===== src/rtl/imem_loader_pkg.sv =====
// imem_loader_pkg: shared types and constants for the UART instruction-memory loader.
//   loader_state_e : loader FSM states (StCheck only reachable with IMEM_LOADER_CHECKSUM_EN)
//   SYNC_BYTE      : byte that starts (or restarts) a load
//   LEN_BYTES      : bytes in the word-count field
//   WORD_BYTES     : bytes per instruction word
package imem_loader_pkg;

    typedef enum logic [2:0] {
        StIdle,
        StLenLo,
        StLenHi,
        StData,
        StWrite,
        StCheck,
        StDone,
        StError
    } loader_state_e;

    localparam logic [7:0]  SYNC_BYTE  = 8'hA5;
    localparam int unsigned LEN_BYTES  = 2;
    localparam int unsigned WORD_BYTES = 4;

endpackage


===== src/rtl/uart_rx_byte.sv =====
// uart_rx_byte: 8N1 UART byte receiver with input synchronizer.
//   clk_max    in  : block clock
//   reset      in  : asynchronous active-high reset
//   rx         in  : serial line, idle high, LSB first
//   byte_valid out : one-cycle pulse, byte_data holds a received byte
//   byte_data  out : last received byte
//   frame_err  out : one-cycle pulse when the stop bit was sampled low
module uart_rx_byte #(
    parameter int unsigned CLK_HZ = 50_000_000,
    parameter int unsigned BAUD   = 115200
) (
    input  logic       clk_max,
    input  logic       reset,
    input  logic       rx,
    output logic       byte_valid,
    output logic [7:0] byte_data,
    output logic       frame_err
);

    localparam int unsigned BIT_CYC  = CLK_HZ / BAUD;
    localparam int unsigned HALF_CYC = BIT_CYC / 2;
    localparam int unsigned CNT_W    = $clog2(BIT_CYC);
    localparam logic [CNT_W-1:0] BIT_LAST  = CNT_W'(BIT_CYC - 1);
    localparam logic [CNT_W-1:0] HALF_LAST = CNT_W'(HALF_CYC - 1);

    if (BIT_CYC < 4) begin : g_bit_cyc_check
        $error("uart_rx_byte: CLK_HZ/BAUD must be at least 4");
    end

    typedef enum logic [1:0] {RxIdle, RxStart, RxData, RxStop} rx_state_e;

    rx_state_e        rx_state_q, rx_state_d;
    logic [CNT_W-1:0] cnt_q, cnt_d;
    logic [2:0]       bit_q, bit_d;
    logic [7:0]       shift_q, shift_d;
    logic             valid_q, valid_d;
    logic             ferr_q, ferr_d;
    logic             rx_meta, rx_sync, rx_prev;

    always_comb begin
        rx_state_d = rx_state_q;
        cnt_d      = cnt_q + CNT_W'(1);
        bit_d      = bit_q;
        shift_d    = shift_q;
        valid_d    = 1'b0;
        ferr_d     = 1'b0;
        unique case (rx_state_q)
            RxIdle: begin
                cnt_d = '0;
                if (rx_prev && !rx_sync) rx_state_d = RxStart;
            end
            RxStart: begin
                // Mid start bit: a high line here was only a glitch.
                if (cnt_q == HALF_LAST) begin
                    cnt_d      = '0;
                    bit_d      = '0;
                    rx_state_d = rx_sync ? RxIdle : RxData;
                end
            end
            RxData: begin
                if (cnt_q == BIT_LAST) begin
                    cnt_d   = '0;
                    shift_d = {rx_sync, shift_q[7:1]};
                    if (bit_q == 3'd7) rx_state_d = RxStop;
                    else               bit_d      = bit_q + 3'd1;
                end
            end
            RxStop: begin
                if (cnt_q == BIT_LAST) begin
                    cnt_d      = '0;
                    rx_state_d = RxIdle;
                    if (rx_sync) valid_d = 1'b1;
                    else         ferr_d  = 1'b1;
                end
            end
            default: rx_state_d = RxIdle;
        endcase
    end

    always_ff @(posedge clk_max or posedge reset) begin
        if (reset) begin
            rx_meta    <= 1'b1;
            rx_sync    <= 1'b1;
            rx_prev    <= 1'b1;
            rx_state_q <= RxIdle;
            cnt_q      <= '0;
            bit_q      <= '0;
            shift_q    <= '0;
            valid_q    <= 1'b0;
            ferr_q     <= 1'b0;
        end else begin
            rx_meta    <= rx;
            rx_sync    <= rx_meta;
            rx_prev    <= rx_sync;
            rx_state_q <= rx_state_d;
            cnt_q      <= cnt_d;
            bit_q      <= bit_d;
            shift_q    <= shift_d;
            valid_q    <= valid_d;
            ferr_q     <= ferr_d;
        end
    end

    assign byte_valid = valid_q;
    assign byte_data  = shift_q;
    assign frame_err  = ferr_q;

endmodule


===== src/rtl/imem_uart_loader.sv =====
// imem_uart_loader: loads a program image received over UART into instruction RAM and holds
// the core in reset until the image is complete.
// Protocol: 0xA5, word count N (16 bit, LE), N little-endian 32-bit words
// [, XOR checksum byte when IMEM_LOADER_CHECKSUM_EN is defined].
//   clk_max     in  : block clock
//   reset       in  : asynchronous active-high reset
//   rx          in  : UART serial input
//   mem_address out : RAM word address
//   mem_data    out : RAM write data
//   mem_wren    out : one-cycle write pulse per word
//   core_hold   out : reset request to the core
//   busy        out : load in progress
//   load_done   out : last load succeeded
//   load_error  out : last load failed
module imem_uart_loader
    import imem_loader_pkg::*;
#(
    parameter int unsigned CLK_HZ = 50_000_000,
    parameter int unsigned BAUD   = 115200,
    parameter int unsigned ADDR_W = 10
) (
    input  logic              clk_max,
    input  logic              reset,
    input  logic              rx,
    output logic [ADDR_W-1:0] mem_address,
    output logic [31:0]       mem_data,
    output logic              mem_wren,
    output logic              core_hold,
    output logic              busy,
    output logic              load_done,
    output logic              load_error
);

    localparam int unsigned LEN_W    = 8 * LEN_BYTES;
    localparam int unsigned CAPACITY = 1 << ADDR_W;

    logic       byte_valid, frame_err;
    logic [7:0] byte_data;

    uart_rx_byte #(
        .CLK_HZ (CLK_HZ),
        .BAUD   (BAUD)
    ) u_rx (
        .clk_max    (clk_max),
        .reset      (reset),
        .rx         (rx),
        .byte_valid (byte_valid),
        .byte_data  (byte_data),
        .frame_err  (frame_err)
    );

    loader_state_e     state_q, state_d;
    logic [LEN_W-1:0]  len_q, len_d;
    logic [1:0]        byte_idx_q, byte_idx_d;
    logic [ADDR_W-1:0] addr_q, addr_d;
    logic [31:0]       data_q, data_d;
    logic              wren_q, wren_d;
    logic              hold_q, hold_d;
    logic              busy_q, busy_d;
    logic              done_q, done_d;
    logic              err_q, err_d;
    logic              inc_pend_q, inc_pend_d;
`ifdef IMEM_LOADER_CHECKSUM_EN
    logic [7:0]        csum_q, csum_d;
`endif

    logic             start_load;
    logic [LEN_W-1:0] n_word;
    logic             last_word;
    loader_state_e    end_state;

    assign start_load = byte_valid && (byte_data == SYNC_BYTE);
    assign n_word     = {byte_data, len_q[7:0]};
    assign last_word  = (32'(addr_q) + 32'd1) == 32'(len_q);
`ifdef IMEM_LOADER_CHECKSUM_EN
    assign end_state  = StCheck;
`else
    assign end_state  = StDone;
`endif

    always_comb begin
        state_d    = state_q;
        len_d      = len_q;
        byte_idx_d = byte_idx_q;
        addr_d     = addr_q;
        data_d     = data_q;
        wren_d     = 1'b0;
        hold_d     = hold_q;
        busy_d     = busy_q;
        done_d     = done_q;
        err_d      = err_q;
        inc_pend_d = inc_pend_q;
`ifdef IMEM_LOADER_CHECKSUM_EN
        csum_d     = csum_q;
`endif
        unique case (state_q)
            StIdle, StDone, StError: begin
                // Status flags follow the state by one cycle.
                if (state_q == StDone) begin
                    hold_d = 1'b0;
                    busy_d = 1'b0;
                    done_d = 1'b1;
                end
                if (state_q == StError) begin
                    busy_d = 1'b0;
                    err_d  = 1'b1;
                end
                if (start_load) begin
                    state_d    = StLenLo;
                    hold_d     = 1'b1;
                    busy_d     = 1'b1;
                    done_d     = 1'b0;
                    err_d      = 1'b0;
                    addr_d     = '0;
                    inc_pend_d = 1'b0;
`ifdef IMEM_LOADER_CHECKSUM_EN
                    csum_d     = '0;
`endif
                end
            end
            StLenLo: begin
                if (byte_valid) begin
                    len_d[7:0] = byte_data;
                    state_d    = StLenHi;
                end
            end
            StLenHi: begin
                if (byte_valid) begin
                    len_d      = n_word;
                    byte_idx_d = '0;
                    if (32'(n_word) > CAPACITY) state_d = StError;
                    else if (n_word == '0)      state_d = end_state;
                    else                        state_d = StData;
                end
            end
            StData: begin
                if (byte_valid) begin
                    // Address advances on the next word's first byte so it stays put
                    // for the cycle after the write pulse.
                    if (inc_pend_q) begin
                        addr_d     = addr_q + ADDR_W'(1);
                        inc_pend_d = 1'b0;
                    end
                    data_d[{byte_idx_q, 3'b000} +: 8] = byte_data;
`ifdef IMEM_LOADER_CHECKSUM_EN
                    csum_d = csum_q ^ byte_data;
`endif
                    if (byte_idx_q == 2'(WORD_BYTES - 1)) begin
                        byte_idx_d = '0;
                        wren_d     = 1'b1;
                        state_d    = StWrite;
                    end else begin
                        byte_idx_d = byte_idx_q + 2'd1;
                    end
                end
            end
            StWrite: begin
                if (last_word) begin
                    state_d = end_state;
                end else begin
                    inc_pend_d = 1'b1;
                    state_d    = StData;
                end
            end
`ifdef IMEM_LOADER_CHECKSUM_EN
            StCheck: begin
                if (byte_valid) state_d = (byte_data == csum_q) ? StDone : StError;
            end
`endif
            default: state_d = StIdle;
        endcase

        if (frame_err && !(state_q inside {StIdle, StDone, StError})) state_d = StError;
    end

    always_ff @(posedge clk_max or posedge reset) begin
        if (reset) begin
            state_q    <= StIdle;
            len_q      <= '0;
            byte_idx_q <= '0;
            addr_q     <= '0;
            data_q     <= '0;
            wren_q     <= 1'b0;
            hold_q     <= 1'b1;
            busy_q     <= 1'b0;
            done_q     <= 1'b0;
            err_q      <= 1'b0;
            inc_pend_q <= 1'b0;
`ifdef IMEM_LOADER_CHECKSUM_EN
            csum_q     <= '0;
`endif
        end else begin
            state_q    <= state_d;
            len_q      <= len_d;
            byte_idx_q <= byte_idx_d;
            addr_q     <= addr_d;
            data_q     <= data_d;
            wren_q     <= wren_d;
            hold_q     <= hold_d;
            busy_q     <= busy_d;
            done_q     <= done_d;
            err_q      <= err_d;
            inc_pend_q <= inc_pend_d;
`ifdef IMEM_LOADER_CHECKSUM_EN
            csum_q     <= csum_d;
`endif
        end
    end

    assign mem_address = addr_q;
    assign mem_data    = data_q;
    assign mem_wren    = wren_q;
    assign core_hold   = hold_q;
    assign busy        = busy_q;
    assign load_done   = done_q;
    assign load_error  = err_q;

endmodule


===== config.mk =====
export PLATFORM = sky130hd
export DESIGN_NAME = imem_uart_loader
export DESIGN_NICKNAME = d
export VERILOG_FILES = /design/src/rtl/imem_loader_pkg.sv /design/src/rtl/uart_rx_byte.sv /design/src/rtl/imem_uart_loader.sv
export SDC_FILE = /design/constraint.sdc
export NUM_CORES = 1
export LEC_CHECK = 0
export CORE_ASPECT_RATIO = 0.6
export CORE_MARGIN = 5
export CORE_UTILIZATION = 55
export DETAILED_ROUTE_END_ITERATION = 8
export MAX_ROUTING_LAYER = met4
export PLACE_DENSITY = 0.85
export SLEW_MARGIN = 20
export SYNTH_ARGS = -nofsm -noshare
export SYNTH_HDL_FRONTEND = slang
export SYNTH_SLANG_ARGS = --single-unit

===== constraint.sdc =====
create_clock -name clk_max -period 4.1 [get_ports clk_max]
set_clock_uncertainty 0.15 [all_clocks]
set_input_delay 0.615 -clock clk_max [delete_from_list [all_inputs] [get_ports clk_max]]
set_output_delay 0.615 -clock clk_max [all_outputs]
set_load 0.05 [all_outputs]

==> results.tsv, run 1 <==
stage	metric	value	unit
outcome	status	completed	
logic_synthesis	Post-synth top flop	dfrtp_1	
sta	RSZ-0062 raised after global routing	no	
logic_synthesis	largest area contributor in the netlist	dfrtp_1	
clock_tree	clk sinks	96	
clock_tree	CTS root buf	clkbuf_16	
grt	GRT overflow	0	
placed_design	input/output buffers	49	
cells_and_area	Non-Filler Cell Area, Final	5480	sq um
critical_path	worst r2r path cells	6	
cells_and_area	n_diodes	0	
logic_synthesis	Async S/R FF share, synth	1.00	
route	ANT nets after route	0	
clock_tree	Worst-path clk slew	0.07	ns
placed_design	pre-CTS setup slack	1.36	ns
route	drt pass-1 iters	5	
floorplan	Die W	129	um
critical_path	crit path max fanout	9	
worst_hold_path	Hold WC Path Type	reg2reg	
floorplan	Core Area	8040	sq um
critical_path	worst path bufs/invs	0	
clock_tree	CTS max path bufs	2	
logic_synthesis	syn avg cell area	9.74	sq um
logic_synthesis	synthesis-stage register bit count	96	
placed_design	DPL Wire Length	7470	um
cells_and_area	Layout Cells excl Fill	627	
clock_tree	CTS tree	yes	
sta	Final Hold Fails	0	
logic_synthesis	Synth cell types	50	
clock_tree	# H-tree levels	3	
floorplan	# rows	25	
power	Leak Pwr	0.00237	uW
cells_and_area	layout net count	530	
route	Initial DRC Count	396	
route	vias per cell	5.93	
critical_path	required time worst endpoint	4.18	ns
logic_synthesis	Synth warnings	0	
floorplan	Die H	81.1	um
placed_design	Inst Count DP	612	
critical_path	Crit path largest cell delay	0.61	ns
critical_path	critical path, cell by cell	ha_1 > and3_1 > and3_1 > o31a_1 > or4_1 > o311a_1	
critical_path	CP Class	reg2reg	
placed_design	dpl cell area	5190	sq um
route	Avg WL per Cell	17.7	um
logic_synthesis	Syn Inst Count	476	
logic_synthesis	sequential share of the synthesized area	0.519	
sta	Max Freq	357	MHz
critical_path	Top cell by count, worst path	and3_1	
flow_run	Max-Cap Viols	0	
cells_and_area	fraction of layout cells with a size suffix above 1	0.0925	
logic_synthesis	Synth area leaders	dfrtp_1 (50%), nand2_1 (7.5%), o21ai_0 (6.2%)	
logic_synthesis	syn_nets	491	
critical_path	Worst setup EP type	register	
route	routed vias	3715	
sta	final worst slack	1.30	ns
grt	antenna violations before repair	0	
grt	first-pass GRT wire length	18500	um
critical_path	Worst setup SP type	register	
sta	Rel. slew slack	0.347	
power	maximum VDD drop	0.000210	V
logic_synthesis	mapped cell area	4640	sq um
clock_tree	# hold bufs at CTS	0	
sta	worst slew pin tran	0.977	ns
clock_tree	TritonCTS buffer count	9	
logic_synthesis	Post-synth EDFFs	0	
grt	Global Route Usage Sum	0.235	
critical_path	critical path depth	6	
floorplan	die area	10400	sq um
route	Total Wirelength	11100	um
sta	Max Slew Vio Count	0	
logic_synthesis	post-synth top area share	0.496	
grt	largest net degree at the start of global routing	85	
clock_tree	Post-CTS Setup Inserts	0	
sta	fin crit share	0.683	
route	Remaining DRCs	0	
cells_and_area	Area Overhead vs Synth	18.2	%
floorplan	Initial Util	0.577	
sta	final setup TNS	0	ns
cells_and_area	filler instances	583	
placed_design	routability cong.	0.879	
power	Power per Cell Area	360	nW/um^2
sta	Final Critical Period	2.80	ns
worst_hold_path	hold path cells	0	
clock_tree	Resize count post-CTS	0	
critical_path	Slowest-stage cell, CP	or4_1	
critical_path	Crit path arrival time	2.88	ns
sta	final setup vio count	0	
critical_path	Top delay family on crit path	simple AND/OR/NAND/NOR gates	
clock_tree	worst-skew pair later-pin latency	0.35	ns
floorplan	I/O pin count	50	
grt	vias in the first global route	3614	
## worst paths after layout
kind | start | end | slack, ns
setup / recovery | mem_address[0] | state_q[0] | 1.30
hold / removal | u_rx.rx_meta | u_rx.rx_sync | 0.21
setup reg to reg | mem_address[0] | state_q[0] | 1.30
hold reg to reg | u_rx.rx_meta | u_rx.rx_sync | 0.21
max in group asynchronous | reset | core_hold | 2.71
min in group asynchronous | reset | mem_data[21] | 0.35
## cell usage in the layout (no fill, tap or decap), types with 4 or more instances in the layout
master,netlist,final
nand2_1,93,93
dfrtp_1,92,92
o21ai_0,57,57
clkdlybuf4s50_1,0,49
nor2_1,27,27
mux2_2,24,24
inv_1,16,15
a21oi_1,15,15
xor2_1,12,12
ha_1,12,12
nand3_1,11,11
nor3_1,10,10
xnor2_1,9,9
clkbuf_16,0,9
and3_1,7,7
nand4_1,7,7
or4_1,4,4
a211oi_1,4,4
and2_1,4,4
o31ai_1,4,4
dfstp_2,4,4
## layout make-up
class	instances	area, sq um	share of cell area
Timing Repair Buffer	50	510	0.0931
Inverter	17	65.1	0.0119
Clock buffer	9	225	0.0411
Sequential cell	96	2410	0.439
Multi-Input combinational cell	341	2070	0.378
Tap cell	108	135	0.0246
Clock inverter	6	68.8	0.0125
## cell usage after synthesis, drive strengths merged, types with 6 or more instances
| library cell | number |
|---|---|
| a21oi | 15 |
| and3 | 7 |
| buf | 6 |
| clkbuf | 16 |
| dfrtp | 92 |
| ha | 12 |
| inv | 16 |
| mux2 | 24 |
| nand2 | 93 |
| nand3 | 11 |
| nand4 | 7 |
| nor2 | 27 |
| nor3 | 10 |
| o21ai | 57 |
| xnor2 | 9 |
| xor2 | 12 |
## state kept, by name, indices dropped and copies added (netlist names), named ones only
register and count:
core_hold 1, inc_pend_q 1, load_done 1, mem_address 10, mem_data 32, mem_wren 1, byte_idx_q 2, load_error 1
u_rx.rx_prev 1, u_rx.rx_sync 1, busy 1, len_q 16, u_rx.rx_meta 1, u_rx.rx_state_q 1, u_rx.byte_valid 1, state_q 3
u_rx.bit_q 3, u_rx.byte_data 8, u_rx.cnt_q 9, u_rx.frame_err 1
## through the flow
stage	power, uW	hold WS (ns)	util
CTS	1980	0.207	0.682
global route	2050	0.213	0.682
global placement	1140	0.198	0.646
detailed placement	1150	0.198	0.646
finish	1970	0.207	0.682
floorplan	1120	0.195	-
## power by group
part | total, uW | switching (uW) | internal (uW)
registers | 1030 | 48.1 | 984
logic | 100 | 54.2 | 46.1
clock network | 840 | 368 | 473
## cells by family (layout without fill, tap and decap cells)
kind of cell	Yosys count	in the layout	synth area share
xor+xnor	21	21	0.0397
compound gates	95	95	0.117
fa+ha+maj	12	12	0.0324
buf+inv	39	82	0.0343
flops	96	96	0.519
mux	28	28	0.0696
simple gates	185	185	0.188
## metal layers
layer,wire (um),part of all wire,up-vias,global-route usage
li1,-,-,1733,-
met4,217,0.020,0,0.0818
met5,0,0,-,-
met2,4990,0.45,124,0.339
met3,620,0.056,20,0.0565
met1,5250,0.47,1838,0.328
Power figures use the tool's default switching activity.
==> run 2: changes to the inputs <==
clock period = 2.8 ns   (was 4.1 ns; I/O delays follow)
==> results.tsv, run 2 (synthesis gave the netlist of run 1 again) <==
stage	metric	value	unit
critical_path	Worst setup SP type	register	
critical_path	Reg2Reg Capture Point	state_q[0]	
cells_and_area	n_diodes	0	
critical_path	required time worst endpoint	2.88	ns
critical_path	worst r2r path cells	6	
cells_and_area	layout net count	546	
sta	RSZ-0062 raised after global routing	no	
cells_and_area	number of flip-flops in the largest register	32	
clock_tree	# H-tree levels	3	
clock_tree	CTS max path bufs	2	
sta	Final Hold Fails	0	
critical_path	critical path, cell by cell	ha_1 > and3_2 > and3_1 > o31a_1 > or4_1 > o311a_1	
route	Avg WL per Cell	17.6	um
worst_hold_path	Hold WC Path Type	reg2reg	
cells_and_area	Layout Cells excl Fill	644	
worst_hold_path	hold path cells	0	
grt	first-pass GRT wire length	19300	um
sta	final setup vio count	0	
route	Remaining DRCs	0	
critical_path	flop2flop setup slack	0.06	ns
floorplan	Die W	129	um
critical_path	CP Class	reg2reg	
clock_tree	CTS tree	yes	
placed_design	DPL Wire Length	7810	um
cells_and_area	fraction of layout cells with a size suffix above 1	0.127	
critical_path	Crit path largest cell delay	0.59	ns
critical_path	crit path max fanout	7	
critical_path	worst reg2reg path startpoint	mem_address[1]	
power	maximum VDD drop	0.000368	V
clock_tree	clk sinks	96	
sta	worst slew pin tran	0.699	ns
sta	fin crit share	0.977	
cells_and_area	filler instances	551	
power	Power per Cell Area	532	nW/um^2
critical_path	Slowest-stage cell, CP	or4_1	
critical_path	Top delay family on crit path	simple AND/OR/NAND/NOR gates	
critical_path	Crit path arrival time	2.81	ns
route	Initial DRC Count	411	
floorplan	Initial Util	0.577	
floorplan	I/O pin count	50	
placed_design	routability cong.	0.882	
worst_hold_path	hold endpoint	u_rx.rx_sync	
placed_design	Inst Count DP	628	
clock_tree	TritonCTS buffer count	9	
route	vias per cell	5.84	
route	ANT nets after route	0	
clock_tree	CTS root buf	clkbuf_16	
cells_and_area	Area Overhead vs Synth	21.9	%
critical_path	Worst setup EP type	register	
sta	Max Slew Vio Count	0	
grt	vias in the first global route	3784	
grt	antenna violations before repair	0	
sta	final setup TNS	0	ns
cells_and_area	commonest non-fill, non-tap cells in the layout	nand2_1 (93), dfrtp_1 (90), o21ai_0 (57), clkdlybuf4s50_1 (49), nor2_1 (27)	
floorplan	Core Area	8040	sq um
sta	Max Freq	365	MHz
route	Total Wirelength	11300	um
flow_run	Max-Cap Viols	0	
clock_tree	worst-skew pair later-pin latency	0.35	ns
placed_design	input/output buffers	49	
power	Leak Pwr	0.00246	uW
outcome	status	completed	
grt	largest net degree at the start of global routing	64	
worst_hold_path	Hold Crit Start	u_rx.rx_meta	
sta	Rel. slew slack	0.529	
grt	Global Route Usage Sum	0.244	
sta	Final Critical Period	2.74	ns
critical_path	worst path bufs/invs	0	
route	drt pass-1 iters	5	
clock_tree	Worst-path clk slew	0.07	ns
floorplan	# rows	25	
grt	GRT overflow	0	
floorplan	Die H	81.1	um
cells_and_area	Core Util, Final	0.703	
floorplan	die area	10400	sq um
route	routed vias	3759	
cells_and_area	commonest non-fill, non-tap cell in the layout	nand2_1	
[run 2: cell types whose count changed in the layout (fill, tap and decap cells not counted), sizes merged]
cell      before  now
clkinv         5    1
bufinv         1    2
clkinvlp       1    2
clkbuf         9   11
buf            1   17
inv           16   17
[run 2: per-stage QoR]
stage	worst slack (ns)	hold slack (ns)	total power (uW)	area (sq um)
finish	0.0636	0.204	3010	5650
floorplan	0.135	0.195	1640	4640
global route	0.00376	0.209	3130	5650
detailed placement	0.0882	0.199	1680	5320
CTS	0.0794	0.207	3030	5650
global placement	0.244	0.198	1670	5320
[run 2: timing repair]
| action | CTS | global route |
|---|---|---|
| buffers inserted | 0 | 0 |
| setup endpoints to repair | 0 | 3 |
| resized for setup | 0 | 2 |
| hold buffers | 0 | 0 |
[run 2: area by class of cell]
cell class	count	area, sq um	area share
clock inverter	5	87.6	0.0155
clock buffer	11	243	0.0429
inverter	17	67.6	0.0119
sequential	96	2410	0.426
multi-input combinational	341	2080	0.368
tap	108	135	0.0239
timing repair buffer	66	631	0.112
[run 2: worst register-to-register path, cell delays in order, from the launching register on]
cell     delay [ns]
dfrtp_2        0.45
ha_1           0.28
and3_2         0.29
and3_1         0.23
o31a_1         0.31
or4_1          0.59
o311a_1        0.33
[run 2: layer usage]
layer  track usage  wire, um
met5             -         0
met2         0.372      5230
met3        0.0598       654
met1         0.335      5350
met4        0.0566       105
[run 2: worst max-delay path by stage]
stage | start | end | slack [ns] | depth (start not counted)
2_1_floorplan | mem_address[0] | state_q[0] | 0.14 | 7
3_3_place_gp | mem_address[1] | state_q[0] | 0.24 | 7
3_5_place_dp | mem_address[1] | state_q[0] | 0.09 | 7
4_1_cts | mem_address[1] | state_q[0] | 0.08 | 7
5_1_grt | mem_address[1] | state_q[0] | 0.004 | 6
6_report | mem_address[1] | state_q[0] | 0.06 | 6
[run 2: where the power goes]
part / internal (uW) / switching (uW) / total (uW)
clock network: 817 / 531 / 1350
registers: 1440 / 68.3 / 1510
logic: 69.0 / 82.7 / 152
total: 2330 / 682 / 3010
==> run 3: changes to the inputs <==
ABC_AREA = 0   (was default)
==> results of run 3 <==
Same layout as run 2: the final DEF is identical, and so are final timing and power.
